`src/rtl/exec_mc_sched_if.sv`:
```
// exec_mc_sched_if: exec-stage, FPU and UART signal bundle for exec_mc_sched
interface exec_mc_sched_if;
    logic        stall;
    logic        issue;
    logic [1:0]  kind;
    logic [4:0]  ctl;
    logic [31:0] op1;
    logic [31:0] op2;
    logic        fpu_en;
    logic [4:0]  fpu_ctl;
    logic [31:0] fpu_a;
    logic [31:0] fpu_b;
    logic        fpu_ready;
    logic [31:0] fpu_out;
    logic        rx_ready;
    logic [7:0]  rx_data;
    logic        tx_start;
    logic [7:0]  tx_data;
    logic        tx_busy;
    logic        wait_exec;
    logic        done;
    logic [31:0] result;
    logic        rx_overflow;
    logic        timeout;

    modport slave (
        input  stall, issue, kind, ctl, op1, op2, fpu_ready, fpu_out, rx_ready, rx_data, tx_busy,
        output fpu_en, fpu_ctl, fpu_a, fpu_b, tx_start, tx_data, wait_exec, done, result, rx_overflow, timeout
    );

    modport master (
        output stall, issue, kind, ctl, op1, op2, fpu_ready, fpu_out, rx_ready, rx_data, tx_busy,
        input  fpu_en, fpu_ctl, fpu_a, fpu_b, tx_start, tx_data, wait_exec, done, result, rx_overflow, timeout
    );
endinterface

```
`src/rtl/exec_mc_sched.sv`:
```
// exec_mc_sched: multi-cycle FPU/UART op scheduler with 4-entry RX FIFO; define EXEC_SCHED_TIMEOUT_EN for the watchdog
module exec_mc_sched (
    input logic clk,
    input logic rst,
    exec_mc_sched_if.slave bus
);
    // encoding matches kind so an accepted op maps straight onto its wait state
    typedef enum logic [1:0] {IDLE, FPU_WAIT, RX_WAIT, TX_WAIT} state_t;
    state_t state, state_n;
    logic [4:0] ctl_q;
    logic [7:0] tx_q;
    logic [7:0] fifo [4];
    logic [1:0] wr_ptr, rd_ptr;
    logic [2:0] cnt;
    logic       ovf_q;
    logic       accept, in_wait, empty, full, pop, bypass, push, push_ok, nat_done, to_hit;

    assign accept  = bus.issue && state == IDLE && !bus.stall;
    assign in_wait = state != IDLE;
    assign empty   = cnt == 3'd0;
    assign full    = cnt == 3'd4;
    assign pop     = state == RX_WAIT && !empty;
    assign bypass  = state == RX_WAIT && empty && bus.rx_ready;
    assign push    = bus.rx_ready && !bypass;
    assign push_ok = push && (!full || pop);

    always_comb
        nat_done = state == FPU_WAIT ? bus.fpu_ready :
                   state == RX_WAIT  ? (!empty || bus.rx_ready) :
                   state == TX_WAIT  ? !bus.tx_busy : 1'b0;

`ifdef EXEC_SCHED_TIMEOUT_EN
    logic [15:0] wd;
    logic        to_q;
    always_ff @(posedge clk)
        if (rst || accept)
            wd <= '0;
        else if (in_wait && !nat_done)
            wd <= wd + 16'd1;
    assign to_hit = in_wait && !nat_done && wd == 16'hFFFF;
    always_ff @(posedge clk)
        if (rst)
            to_q <= 1'b0;
        else if (to_hit)
            to_q <= 1'b1;
    assign bus.timeout = to_q;
`else
    assign to_hit      = 1'b0;
    assign bus.timeout = 1'b0;
`endif

    always_ff @(posedge clk)
        state <= rst ? IDLE : state_n;

    always_comb
        state_n = state == IDLE ? (accept ? state_t'(bus.kind) : IDLE) :
                  (nat_done || to_hit) ? IDLE : state;

    always_comb begin
        bus.fpu_en    = !rst && accept && bus.kind == 2'd1;
        bus.tx_start  = !rst && state == TX_WAIT && !bus.tx_busy;
        bus.done      = !rst && (nat_done || to_hit);
        bus.wait_exec = !rst && in_wait && !nat_done && !to_hit;
        bus.fpu_ctl   = state == FPU_WAIT ? ctl_q : bus.ctl;
        bus.result    = to_hit             ? 32'hFFFF_FFFF :
                        state == FPU_WAIT  ? bus.fpu_out :
                        state == RX_WAIT   ? {24'b0, empty ? bus.rx_data : fifo[rd_ptr]} : 32'b0;
    end

    assign bus.fpu_a       = bus.op1;
    assign bus.fpu_b       = bus.op2;
    assign bus.tx_data     = tx_q;
    assign bus.rx_overflow = ovf_q;

    always_ff @(posedge clk)
        if (push_ok)
            fifo[wr_ptr] <= bus.rx_data;

    always_ff @(posedge clk)
        if (rst) begin
            ctl_q  <= '0;
            tx_q   <= '0;
            wr_ptr <= '0;
            rd_ptr <= '0;
            cnt    <= '0;
            ovf_q  <= 1'b0;
        end else begin
            if (accept && bus.kind == 2'd1)
                ctl_q <= bus.ctl;
            if (accept && bus.kind == 2'd3)
                tx_q <= bus.op1[7:0];
            if (push_ok)
                wr_ptr <= wr_ptr + 2'd1;
            if (pop)
                rd_ptr <= rd_ptr + 2'd1;
            cnt <= cnt + {2'b0, push_ok} - {2'b0, pop};
            if (push && !push_ok)
                ovf_q <= 1'b1;
        end
endmodule

```
`src/flat_wrapper.sv`:
```
// flat-port wrapper written by rule: the top's interface ports become plain ports
module exec_mc_sched_flat 
  (clk, rst, bus_stall, bus_issue, bus_kind, bus_ctl, bus_op1, bus_op2, bus_fpu_ready, bus_fpu_out, bus_rx_ready, bus_rx_data, bus_tx_busy, bus_fpu_en, bus_fpu_ctl, bus_fpu_a, bus_fpu_b, bus_tx_start, bus_tx_data, bus_wait_exec, bus_done, bus_result, bus_rx_overflow, bus_timeout);
  exec_mc_sched_if bus_i ();
  input logic clk;
  input logic rst;
  input wire logic [$bits(bus_i.stall)-1:0] bus_stall;
  input wire logic [$bits(bus_i.issue)-1:0] bus_issue;
  input wire logic [$bits(bus_i.kind)-1:0] bus_kind;
  input wire logic [$bits(bus_i.ctl)-1:0] bus_ctl;
  input wire logic [$bits(bus_i.op1)-1:0] bus_op1;
  input wire logic [$bits(bus_i.op2)-1:0] bus_op2;
  input wire logic [$bits(bus_i.fpu_ready)-1:0] bus_fpu_ready;
  input wire logic [$bits(bus_i.fpu_out)-1:0] bus_fpu_out;
  input wire logic [$bits(bus_i.rx_ready)-1:0] bus_rx_ready;
  input wire logic [$bits(bus_i.rx_data)-1:0] bus_rx_data;
  input wire logic [$bits(bus_i.tx_busy)-1:0] bus_tx_busy;
  output wire logic [$bits(bus_i.fpu_en)-1:0] bus_fpu_en;
  output wire logic [$bits(bus_i.fpu_ctl)-1:0] bus_fpu_ctl;
  output wire logic [$bits(bus_i.fpu_a)-1:0] bus_fpu_a;
  output wire logic [$bits(bus_i.fpu_b)-1:0] bus_fpu_b;
  output wire logic [$bits(bus_i.tx_start)-1:0] bus_tx_start;
  output wire logic [$bits(bus_i.tx_data)-1:0] bus_tx_data;
  output wire logic [$bits(bus_i.wait_exec)-1:0] bus_wait_exec;
  output wire logic [$bits(bus_i.done)-1:0] bus_done;
  output wire logic [$bits(bus_i.result)-1:0] bus_result;
  output wire logic [$bits(bus_i.rx_overflow)-1:0] bus_rx_overflow;
  output wire logic [$bits(bus_i.timeout)-1:0] bus_timeout;
  assign bus_i.stall = bus_stall;
  assign bus_i.issue = bus_issue;
  assign bus_i.kind = bus_kind;
  assign bus_i.ctl = bus_ctl;
  assign bus_i.op1 = bus_op1;
  assign bus_i.op2 = bus_op2;
  assign bus_i.fpu_ready = bus_fpu_ready;
  assign bus_i.fpu_out = bus_fpu_out;
  assign bus_i.rx_ready = bus_rx_ready;
  assign bus_i.rx_data = bus_rx_data;
  assign bus_i.tx_busy = bus_tx_busy;
  assign bus_fpu_en = bus_i.fpu_en;
  assign bus_fpu_ctl = bus_i.fpu_ctl;
  assign bus_fpu_a = bus_i.fpu_a;
  assign bus_fpu_b = bus_i.fpu_b;
  assign bus_tx_start = bus_i.tx_start;
  assign bus_tx_data = bus_i.tx_data;
  assign bus_wait_exec = bus_i.wait_exec;
  assign bus_done = bus_i.done;
  assign bus_result = bus_i.result;
  assign bus_rx_overflow = bus_i.rx_overflow;
  assign bus_timeout = bus_i.timeout;
  exec_mc_sched u_core (.clk(clk), .rst(rst), .bus(bus_i));
endmodule
```
`config.mk`:
```
export PLATFORM = sky130hd
export DESIGN_NAME = exec_mc_sched_flat
export DESIGN_NICKNAME = d
export VERILOG_FILES = /design/src/rtl/exec_mc_sched_if.sv /design/src/rtl/exec_mc_sched.sv /design/src/flat_wrapper.sv
export SDC_FILE = /design/constraint.sdc
export NUM_CORES = 1
export LEC_CHECK = 0
export CAP_MARGIN = 20
export CORE_ASPECT_RATIO = 2
export CORE_MARGIN = 2
export CORE_UTILIZATION = 38
export CTS_CLUSTER_DIAMETER = 30
export DETAILED_ROUTE_END_ITERATION = 7
export PLACE_DENSITY_LB_ADDON = 0.08
export SETUP_SLACK_MARGIN = 0.4
export SLEW_MARGIN = 5
export SYNTH_ARGS = -nofsm -noshare
export SYNTH_HDL_FRONTEND = slang
export SYNTH_SLANG_ARGS = --single-unit
```
`constraint.sdc`:
```
create_clock -name clk -period 4.66 [get_ports clk]
set_input_delay 0.466 -clock clk [delete_from_list [all_inputs] [get_ports clk]]
set_output_delay 0.466 -clock clk [all_outputs]
set_load 0.02 [all_outputs]
```
==> flow_metrics.tcl, run 1 <==
set metrics [dict create \
    gp_congestion 0.736 \
    final_critical_delay_including_setup_and_external_delays_ps 3050 \
    post_drt_via_cell_ratio 4.91 \
    dr.first_iter.drc_count 71 \
    drv.max_cap_violation_count 0 \
    globalRouteTotalUtil_pct 17.2 \
    buffer_ports.inserted 119 \
    worst-r2r-setup-slack_ps 1970 \
    critPathMaxFanout 10 \
    dr_total_vias 2275 \
    netlist-cell-type-count 44 \
    fin_nets 485 \
    final_layout_size_suffix_gt1_share_pct 10.1 \
    adder_cell_area_share_of_the_yosys_netlist_pct 2.96 \
    cts_sinks 57 \
    timing.final.hold_violations 0 \
    timing.critical_path.to_type "primary output" \
    setup.worst_path.class "reg2out" \
    die_h_um 134 \
    slew_violations 0 \
    cp_data_required_time_ps 4190 \
    power_frac_seq_pct 38.2 \
    p_sw_share_pct 25.1 \
    biggest_area_contributors_in_the_synthesized_netlist "edfxtp_1 (30%), dfxtp_1 (16%), buf_4 (15%), and2_1 (5.6%), mux4_2 (5.6%)" \
    finalCritPeriodShare_pct 65.4 \
    hold_buffers 0 \
    detailedPlacementHpwl_um 6140 \
    run_status "finished, final reports clean" \
    yosysTopAreaCellShare_pct 29.9 \
    postSynthAreaPerCell_um2 10.5 \
    syn_area_um2 3210 \
    register_area_um2 1460 \
    crit-reg2reg-capture "u_core.cnt[2]$_SDFF_PP0_" \
    power.share.combinational_pct 20.5 \
    syn_to_final_growth_pct 34.9 \
    leakage_power_nw 1.60 \
    setup_viol 0 \
    synth_seq_cells 57 \
    synth_top_family_by_area "buffers and inverters" \
    antenna_found_initial 0 \
    final.setup_skew_ps 5.12 \
    synth_seq_area_share_pct 45.5 \
    syn-num-nets 432 \
    global_route.overflow_total 0 \
    muxShareOfSynthArea_pct 8.91 \
    final.setup.tns_ps 0 \
    dieWidth_um 69.0 \
    max_freq_mhz 328 \
    post_cts_resize_count 0 \
    worst_vdd_rail_ir_drop_mv 0.231 \
    worst_skew_pair.late_latency_ps 320 \
    die-area_um2 9260 \
    net_sw_power_mw 0.427 \
    dp_worst_setup_slack_ps 1660 \
    multi_input_comb_area_um2 1140 \
    detailed_router_iteration_count_before_antenna_repair 4 \
    routedWlPerCell_um 17.1 \
    most_frequent_standard_cell_in_the_layout_excluding_fill_and_tap_cells "clkdlybuf4s50_1" \
    final_cell_mix "clkdlybuf4s50_1 (119), edfxtp_1 (32), and2_1 (29), nand2_1 (25), dfxtp_1 (25)" \
    cts.htree.levels 3 \
    via_count_of_the_first_global_routing_pass 2438 \
    grt_start_max_net_pins 39 \
    worst_pin_slew_ps 736 \
    met3WireLength_um 971 \
    startpoint_type "flop" \
    power_report.internal_total_mw 1.28 \
    layout_setup_ws_ps 1610 \
    hold_path.class "reg2reg" \
    synth_compound_gate_area_share_pct 6.38 \
    core-area_um2 8230 \
    top_level_port_count 233 \
    worst_setup_hold_path_clk_slew_ps 50 \
    worst_setup_endpoint "bus_result[0]" \
    power.share.clock_pct 41.3 \
    fill_cells 760 \
    grt_pass1_wl_um 12100 \
    synth_top_cell_by_area "edfxtp_1" \
    residual_antenna_violating_net_count_after_detailed_routing 0 \
    post_synth_and_or_nand_nor_area_fraction_pct 15.6 \
    met2_wirelength_um 4050 \
    rows 47 \
    cts_tree "built" \
    start_util_pct 39.0 \
    rel_slew_slack_pct 50.6 \
    cells_after_synthesis 307 \
    synthXorXnorAreaFrac_pct 1.60 \
    critPathLaunch "u_core.state[1]$_SDFFE_PP0P_" \
    cts_setup_buffers 0 \
    number_of_warnings_printed_during_yosys_synthesis 0 \
    wl_met1_um 2590 \
    number_of_antenna_diodes 0 \
    cts-buffers-inserted 9 \
    grt_setup_unrepaired "no" \
    worst_r2r_startpoint "u_core.cnt[1]$_SDFF_PP0_" \
    cellPowerDensity_nw_per_um2 393 \
    clock_tree.root_cell "clkbuf_16" \
    top_layer "met4" \
    clk_path_buf_depth 2 \
    drcViolationCount 0 \
    detail_route.wirelength_um 7900 \
    data_arrival_time_of_the_critical_path_ps 2580 \
    cells_on_worst_reg2reg_path 11 \
]
## flip-flops by register name (all words and copies together) (netlist names), named ones only
register and count:
u_core.ctl_q 5, u_core.rd_ptr 2, u_core.bus.tx_data 8, u_core.wr_ptr 2, u_core.fifo 32, u_core.state 2, u_core.cnt 3, u_core.bus.rx_overflow 1
## metrics by stage
| stage | hold slack, ps | total power, mW | utilization [%] | cell area, um^2 | cells |
|---|---|---|---|---|---|
| after floorplan | 458 | 0.939 | - | 3210 | 307 |
| after detailed placement | 450 | 1.02 | 48.3 | 3980 | 446 |
| after global placement | 442 | 1.01 | 48.3 | 3980 | 446 |
| after CTS | 455 | 1.73 | 52.3 | 4310 | 462 |
| after global routing | 465 | 1.79 | 52.7 | 4340 | 463 |
| final | 452 | 1.71 | 52.7 | 4340 | 463 |
## cell type report
class                   instances  area share [%]
flip-flops and latches         57            33.7
clock inverters                 5            1.79
clock buffers                  11            5.83
inverters                      14            1.21
well taps                      98            2.83
multi-input cells             157            26.4
repair buffers                121            28.3
## worst max-delay path: stages (launching register included)
cell,delay (ps)
dfxtp_1,510
or2b_1,300
nor3_2,570
a22oi_1,140
o21ai_1,130
clkdlybuf4s50_1,620
## cell families (layout without fill, tap and decap cells)
logic type	after synthesis	after routing
xor gates and xnor gates	5	5
muxes	18	18
and+or+nand+nor	92	92
buffers and inverters	93	151
AOI/OAI and AO/OA	34	34
other	1	1
adders and majority gates	7	7
DFF	57	57
## cell usage after synthesis, drive strengths merged
library cell   n
a21oi         11
a22oi          9
a41oi          1
and2          29
and2b          1
and3           1
buf           71
clkbuf         8
conb           1
dfxtp         25
edfxtp        32
fa             1
ha             6
inv           14
mux2           5
mux2i          5
mux4           8
nand2         25
nand2b         1
nand3          2
nand3b         1
nor2          15
nor2b          2
nor3           7
nor3b          1
nor4           2
nor4b          1
o211ai         1
o21a           1
o21ai         11
or2            1
or2b           1
or4            2
xnor2          2
xor2           3
## worst min path at each step
stage,start,to,cells past startpoint
finish,u_core.bus.tx_data[0]$_SDFFE_PP0P_,u_core.bus.tx_data[0]$_SDFFE_PP0P_,2
global route,u_core.bus.tx_data[4]$_SDFFE_PP0P_,u_core.bus.tx_data[4]$_SDFFE_PP0P_,2
CTS,u_core.bus.tx_data[0]$_SDFFE_PP0P_,u_core.bus.tx_data[0]$_SDFFE_PP0P_,2
detailed placement,u_core.bus.tx_data[3]$_SDFFE_PP0P_,u_core.bus.tx_data[3]$_SDFFE_PP0P_,2
global placement,u_core.bus.tx_data[5]$_SDFFE_PP0P_,u_core.bus.tx_data[5]$_SDFFE_PP0P_,2
floorplan,u_core.ctl_q[0]$_SDFFE_PP0P_,u_core.ctl_q[0]$_SDFFE_PP0P_,2
## power groups by stage
stage	clock network (mW)	registers, mW	logic (mW)
6_report	0.703	0.652	0.350
3_3_place_gp	0	0.658	0.351
2_1_floorplan	0	0.641	0.298
3_5_place_dp	0	0.662	0.355
5_1_grt	0.738	0.661	0.390
4_1_cts	0.719	0.653	0.357
## metal layers
layer  track usage, %  vias to the layer above
li1                 -                     1082
met3             9.62                       28
met5                0                        -
met2             29.5                      138
met4             9.48                        0
met1             15.7                     1027
Power figures use the tool's default switching activity.
==> run 2: changes to the inputs <==
--- a/config.mk
+++ b/config.mk
@@ -8,7 +8,7 @@
 export CAP_MARGIN = 20
 export CORE_ASPECT_RATIO = 2
 export CORE_MARGIN = 2
-export CORE_UTILIZATION = 38
+export CORE_UTILIZATION = 32
 export CTS_CLUSTER_DIAMETER = 30
 export DETAILED_ROUTE_END_ITERATION = 7
 export PLACE_DENSITY_LB_ADDON = 0.08
==> constraint.sdc (replaced) <==
create_clock -name clk -period 2.7 [get_ports clk]
set_input_delay 0.27 -clock clk [delete_from_list [all_inputs] [get_ports clk]]
set_output_delay 0.27 -clock clk [all_outputs]
set_load 0.02 [all_outputs]
==> run 2 against run 1 <==
Effect of this change:
- highest routed layer unchanged
- sequential power rose by 73%
- routed wire length increased by 8.3%
- utilization fell by 6.4 points
- non-clock buffer count is 10 higher
- clock skew about the same
- combinational power up 94%
- power up 83%
- cell area up 4.2%
==> flow_metrics.tcl, run 2 (synthesis results as in run 1) <==
set metrics [dict create \
    run_status "finished, final reports clean" \
    final.setup_skew_ps 4.66 \
    dieWidth_um 74.9 \
    setup.worst_path.class "reg2out" \
    cts_sinks 57 \
    number_of_antenna_diodes 0 \
    cts-buffers-inserted 9 \
    slew_violations 0 \
    grt_setup_unrepaired "yes" \
    drv.max_cap_violation_count 0 \
    final_critical_delay_including_setup_and_external_delays_ps 2260 \
    top_register "u_core.fifo" \
    power.share.combinational_pct 21.8 \
    final.setup.tns_ps 0 \
    core-area_um2 9760 \
    via_count_of_the_first_global_routing_pass 2487 \
    grt_start_max_net_pins 38 \
    timing.final.hold_violations 0 \
    net_sw_power_mw 0.789 \
    worst_setup_hold_path_clk_slew_ps 50 \
    global_route.overflow_total 0 \
    power.share.clock_pct 41.9 \
    leakage_power_nw 1.76 \
    dp_worst_setup_slack_ps 358 \
    fin_nets 495 \
    antenna_found_initial 0 \
    die_h_um 146 \
    holdWs_ps 456 \
    largest_register_ffs 32 \
    clk_path_buf_depth 2 \
    detailed_router_iteration_count_before_antenna_repair 4 \
    die-area_um2 10900 \
    worst-r2r-setup-slack_ps 480 \
    startpoint_type "flop" \
    setup_viol 0 \
    cellPowerDensity_nw_per_um2 689 \
    dr_total_vias 2323 \
    data_arrival_time_of_the_critical_path_ps 1990 \
    gp_congestion 0.773 \
    dr.first_iter.drc_count 117 \
    start_util_pct 32.9 \
    p_sw_share_pct 25.3 \
    final_cell_mix "clkdlybuf4s50_1 (102), edfxtp_1 (32), and2_1 (29), nand2_1 (25), dfxtp_1 (22)" \
    top_level_port_count 233 \
    worst_vdd_rail_ir_drop_mv 0.304 \
    layout_setup_ws_ps 443 \
    critPathMaxFanout 8 \
    max_freq_mhz 443 \
    routedWlPerCell_um 16.9 \
    hold_path.class "reg2reg" \
    most_frequent_standard_cell_in_the_layout_excluding_fill_and_tap_cells "clkdlybuf4s50_1" \
    worst_skew_pair.late_latency_ps 320 \
    residual_antenna_violating_net_count_after_detailed_routing 0 \
    detail_route.wirelength_um 8560 \
    clock_tree.root_cell "clkbuf_16" \
    finalCritPeriodShare_pct 83.6 \
    final_core_utilization_pct 46.3 \
    rows 51 \
    detailedPlacementHpwl_um 6520 \
    cp_data_required_time_ps 2430 \
    power_report.internal_total_mw 2.33 \
    syn_to_final_growth_pct 40.6 \
    grt_pass1_wl_um 12900 \
    post_drt_via_cell_ratio 4.58 \
    globalRouteTotalUtil_pct 16.2 \
    final_layout_size_suffix_gt1_share_pct 14.9 \
    cts.htree.levels 3 \
    hold_buffers 0 \
    fill_cells 917 \
    power_frac_seq_pct 36.2 \
    cts_tree "built" \
    buffer_ports.inserted 119 \
    timing.critical_path.to_type "primary output" \
    drcViolationCount 0 \
]
run 2: changes by cell type in the layout (fill, tap and decap cells not counted), moves of 2 or more:
cell	change
dlymetal6s2s_1	+4
dfxtp_1	-3
dlygate4sd2_1	+11
clkdlybuf4s15_1	+2
inv_1	-2
dfxtp_4	+3
ha_1	-2
clkdlybuf4s50_1	-17
buf_4	+10
inv_2	+2
run 2: layout make-up:
| class | instances | area, um^2 | share of cell area [%] |
|---|---|---|---|
| clock inverter | 5 | 103 | 2.27 |
| tap | 132 | 165 | 3.65 |
| sequential | 57 | 1470 | 32.6 |
| timing repair buffer | 131 | 1290 | 28.5 |
| inverter | 14 | 52.6 | 1.16 |
| multi-input combinational | 157 | 1190 | 26.4 |
| clock buffer | 11 | 243 | 5.37 |
run 2: final timing paths:
kind / depth (start not counted) / to / start
setup / recovery: 7 / bus_result[6] / u_core.cnt[1]$_SDFF_PP0_
hold / removal: 2 / u_core.bus.tx_data[1]$_SDFFE_PP0P_ / u_core.bus.tx_data[1]$_SDFFE_PP0P_
setup reg to reg: 11 / u_core.cnt[2]$_SDFF_PP0_ / u_core.cnt[1]$_SDFF_PP0_
hold reg to reg: 2 / u_core.bus.tx_data[1]$_SDFFE_PP0P_ / u_core.bus.tx_data[1]$_SDFFE_PP0P_
run 2: layer usage:
metal / wire, um / GRT usage [%] / share of wire, %
met5: 0 / 0 / 0
met4: 430 / 8.93 / 5.0
met3: 1070 / 8.17 / 12
met2: 4250 / 27.4 / 50
met1: 2810 / 15.1 / 33
run 2: power groups by stage:
stage | logic [mW] | clock network (mW) | registers, mW
finish | 0.680 | 1.31 | 1.13
global route | 0.763 | 1.37 | 1.14
CTS | 0.624 | 1.34 | 1.13
detailed placement | 0.629 | 0 | 1.14
floorplan | 0.536 | 0 | 1.11
global placement | 0.628 | 0 | 1.13
run 2: worst max-delay path, cell delays in order (launching register included):
cell and delay [ps]:
dfxtp_4 360, or2_4 280, buf_4 150, nor3_2 150, buf_4 200, a22oi_1 90, o21ai_0 70, dlygate4sd2_1 360
run 2: timing repair:
action | CTS | global route
endpoints found under the setup margin | 40 | 29
resized for setup | 16 | 16
pin swaps | 0 | 8
buffers inserted | 0 | 5
run 2: through the flow:
stage | instances | total power [mW] | instance area [um^2]
2_1_floorplan | 307 | 1.64 | 3240
3_3_place_gp | 486 | 1.76 | 4090
3_5_place_dp | 486 | 1.77 | 4090
4_1_cts | 502 | 3.09 | 4430
5_1_grt | 507 | 3.28 | 4520
6_report | 507 | 3.11 | 4520
==> run 3: changes to the inputs <==
==> constraint.sdc (replaced) <==
create_clock -name clk -period 1.8 [get_ports clk]
set_input_delay 0.18 -clock clk [delete_from_list [all_inputs] [get_ports clk]]
set_output_delay 0.18 -clock clk [all_outputs]
set_load 0.02 [all_outputs]
==> run 3 against run 2 <==
Effect of this change:
- the flow now finishes with violations (setup timing)
- global-route usage rose by 2.5 points
- critical path depth rose by 4
- utilization rose by 7.5 points
- via count rose by 11%
- cell area rose by 16%
- critical path type is now reg2reg
- largest cell class is now non-clock buffers
- largest power group is now registers
==> flow_metrics.tcl, run 3 (synthesis results as in run 1) <==
set metrics [dict create \
    run_status "finished with violations" \
    violations "setup timing" \
    final.setup_skew_ps 5.64 \
    setup.worst_path.class "reg2reg" \
    final_layout_size_suffix_gt1_share_pct 50.1 \
    most_frequent_standard_cell_in_the_layout_excluding_fill_and_tap_cells "clkdlybuf4s50_1" \
    timing.final.hold_violations 0 \
    via_count_of_the_first_global_routing_pass 2790 \
    grt_start_max_net_pins 12 \
    worst-r2r-setup-slack_ps -240 \
    multi_input_comb_area_um2 1420 \
    die_h_um 146 \
    total_power_mw 4.64 \
    final_cell_mix "clkdlybuf4s50_1 (61), buf_6 (50), buf_4 (47), edfxtp_1 (32), and2_4 (28)" \
    antenna_found_initial 0 \
    dieWidth_um 74.9 \
    core-area_um2 9760 \
    worst_r2r_startpoint "u_core.cnt[0]$_SDFF_PP0_" \
    residual_antenna_violating_net_count_after_detailed_routing 0 \
    clk_path_buf_depth 2 \
    top_level_port_count 233 \
    drcViolationCount 0 \
    worst_skew_pair.late_latency_ps 330 \
    rows 51 \
    detailedPlacementHpwl_um 7620 \
    dp_worst_setup_slack_ps -278 \
    die-area_um2 10900 \
    cts.htree.levels 3 \
    setup_viol 22 \
    cellPowerDensity_nw_per_um2 883 \
    slew_violations 0 \
    buffer_ports.inserted 119 \
    gp_congestion 0.780 \
    routedWlPerCell_um 17.7 \
    cts_tree "built" \
    drv.max_cap_violation_count 0 \
    cells_on_worst_reg2reg_path 11 \
    grt_setup_unrepaired "yes" \
    worst_setup_hold_path_clk_slew_ps 50 \
    final_critical_delay_including_setup_and_external_delays_ps 2040 \
    cts_sinks 57 \
    post-place-cells 523 \
    clock_tree.root_cell "clkbuf_16" \
    layout_setup_ws_ps -237 \
    layout.cells.non_filler 561 \
    fin_nets 549 \
    critPathLaunch "u_core.cnt[0]$_SDFF_PP0_" \
    cp_data_required_time_ps 2020 \
    globalRouteTotalUtil_pct 18.7 \
    max_freq_mhz 491 \
    critPathMaxFanout 3 \
    hold_path.class "in2out" \
    data_arrival_time_of_the_critical_path_ps 2260 \
    detail_route.wirelength_um 9930 \
    top_register "u_core.fifo" \
    register_area_um2 1470 \
    worst_vdd_rail_ir_drop_mv 0.524 \
    start_util_pct 32.9 \
    number_of_antenna_diodes 0 \
    fill_cells 929 \
    grt_pass1_wl_um 14600 \
    final_core_utilization_pct 53.8 \
    global_route.overflow_total 0 \
    leakage_power_nw 2.17 \
    detailed_router_iteration_count_before_antenna_repair 5 \
    dr.first_iter.drc_count 59 \
    hold_buffers 0 \
    largest_register_ffs 32 \
    timing.critical_path.to_type "flop" \
    dr_total_vias 2590 \
    crit-reg2reg-capture "u_core.cnt[2]$_SDFF_PP0_" \
    syn_to_final_growth_pct 63.4 \
    final.setup.tns_ps -2030 \
    finalCritPeriodShare_pct 113 \
    post_drt_via_cell_ratio 4.62 \
    cts-buffers-inserted 9 \
    worst_setup_endpoint "u_core.cnt[2]$_SDFF_PP0_" \
    startpoint_type "flop" \
]
run 3: cell types whose count changed in the layout (fill, tap and decap cells not counted), moves of 7 or more:
cell	before	now
buf_6	0	50
clkdlybuf4s50_1	102	61
o21ai_1	1	8
nand2_2	0	11
a22oi_1	9	1
a22oi_2	0	8
and2_1	29	1
buf_4	11	47
o21ai_0	9	2
nand2_1	25	14
and2_4	0	28
run 3: cell type report:
| type | instances | area share [%] |
|---|---|---|
| Clock buffer | 9 | 4.29 |
| Sequential cell | 57 | 28.0 |
| Inverter | 14 | 1.00 |
| Timing Repair Buffer | 185 | 35.3 |
| Clock inverter | 7 | 1.17 |
| Multi-Input combinational cell | 157 | 27.1 |
| Tap cell | 132 | 3.15 |
run 3: worst min path at each step:
stage / cells after the start / endpoint / slack, ps / startpoint
after floorplan: 0 / u_core.fifo[0][0]$_DFFE_PP_ / 280 / bus_rx_data[0]
after detailed placement: 0 / bus_fpu_a[31] / 360 / bus_op1[31]
after global placement: 0 / bus_fpu_a[31] / 360 / bus_op1[31]
after CTS: 0 / bus_fpu_a[31] / 360 / bus_op1[31]
final: 0 / bus_fpu_a[14] / 360 / bus_op1[14]
after global routing: 0 / bus_fpu_a[23] / 360 / bus_op1[23]
run 3: what timing repair did:
| item | CTS | global route |
|---|---|---|
| setup buffers | 14 | 6 |
| pin swaps | 17 | 43 |
| resized for setup | 299 | 70 |
| cloned | 2 | 0 |
| setup endpoints to repair | 108 | 94 |
run 3: per-stage QoR:
stage | area, um^2 | hold WS, ps
finish | 5250 | 360
global placement | 4430 | 360
global route | 5250 | 360
detailed placement | 4430 | 360
CTS | 4980 | 360
floorplan | 3260 | 279
run 3: per-layer routing:
metal	GRT usage [%]	routed length, um	vias up
met2	30.6	5020	138
met3	8.24	1110	44
met5	0	0	-
met4	15.4	815	0
met1	16.7	2990	1203
li1	-	-	1205
run 3: worst max-delay path: stages, from the launching register on:
cell and delay, ps:
dfxtp_2 310, or2_4 260, o21ai_4 160, inv_2 60, ha_4 200, inv_2 50
ha_4 110, inv_2 30, fa_2 390, xor2_2 150, xnor2_1 140, nor2_1 60
run 3: report_power, final:
part	internal, mW	switching, mW
clock	1.05	0.587
sequential	1.58	0.0908
combinational	0.729	0.595
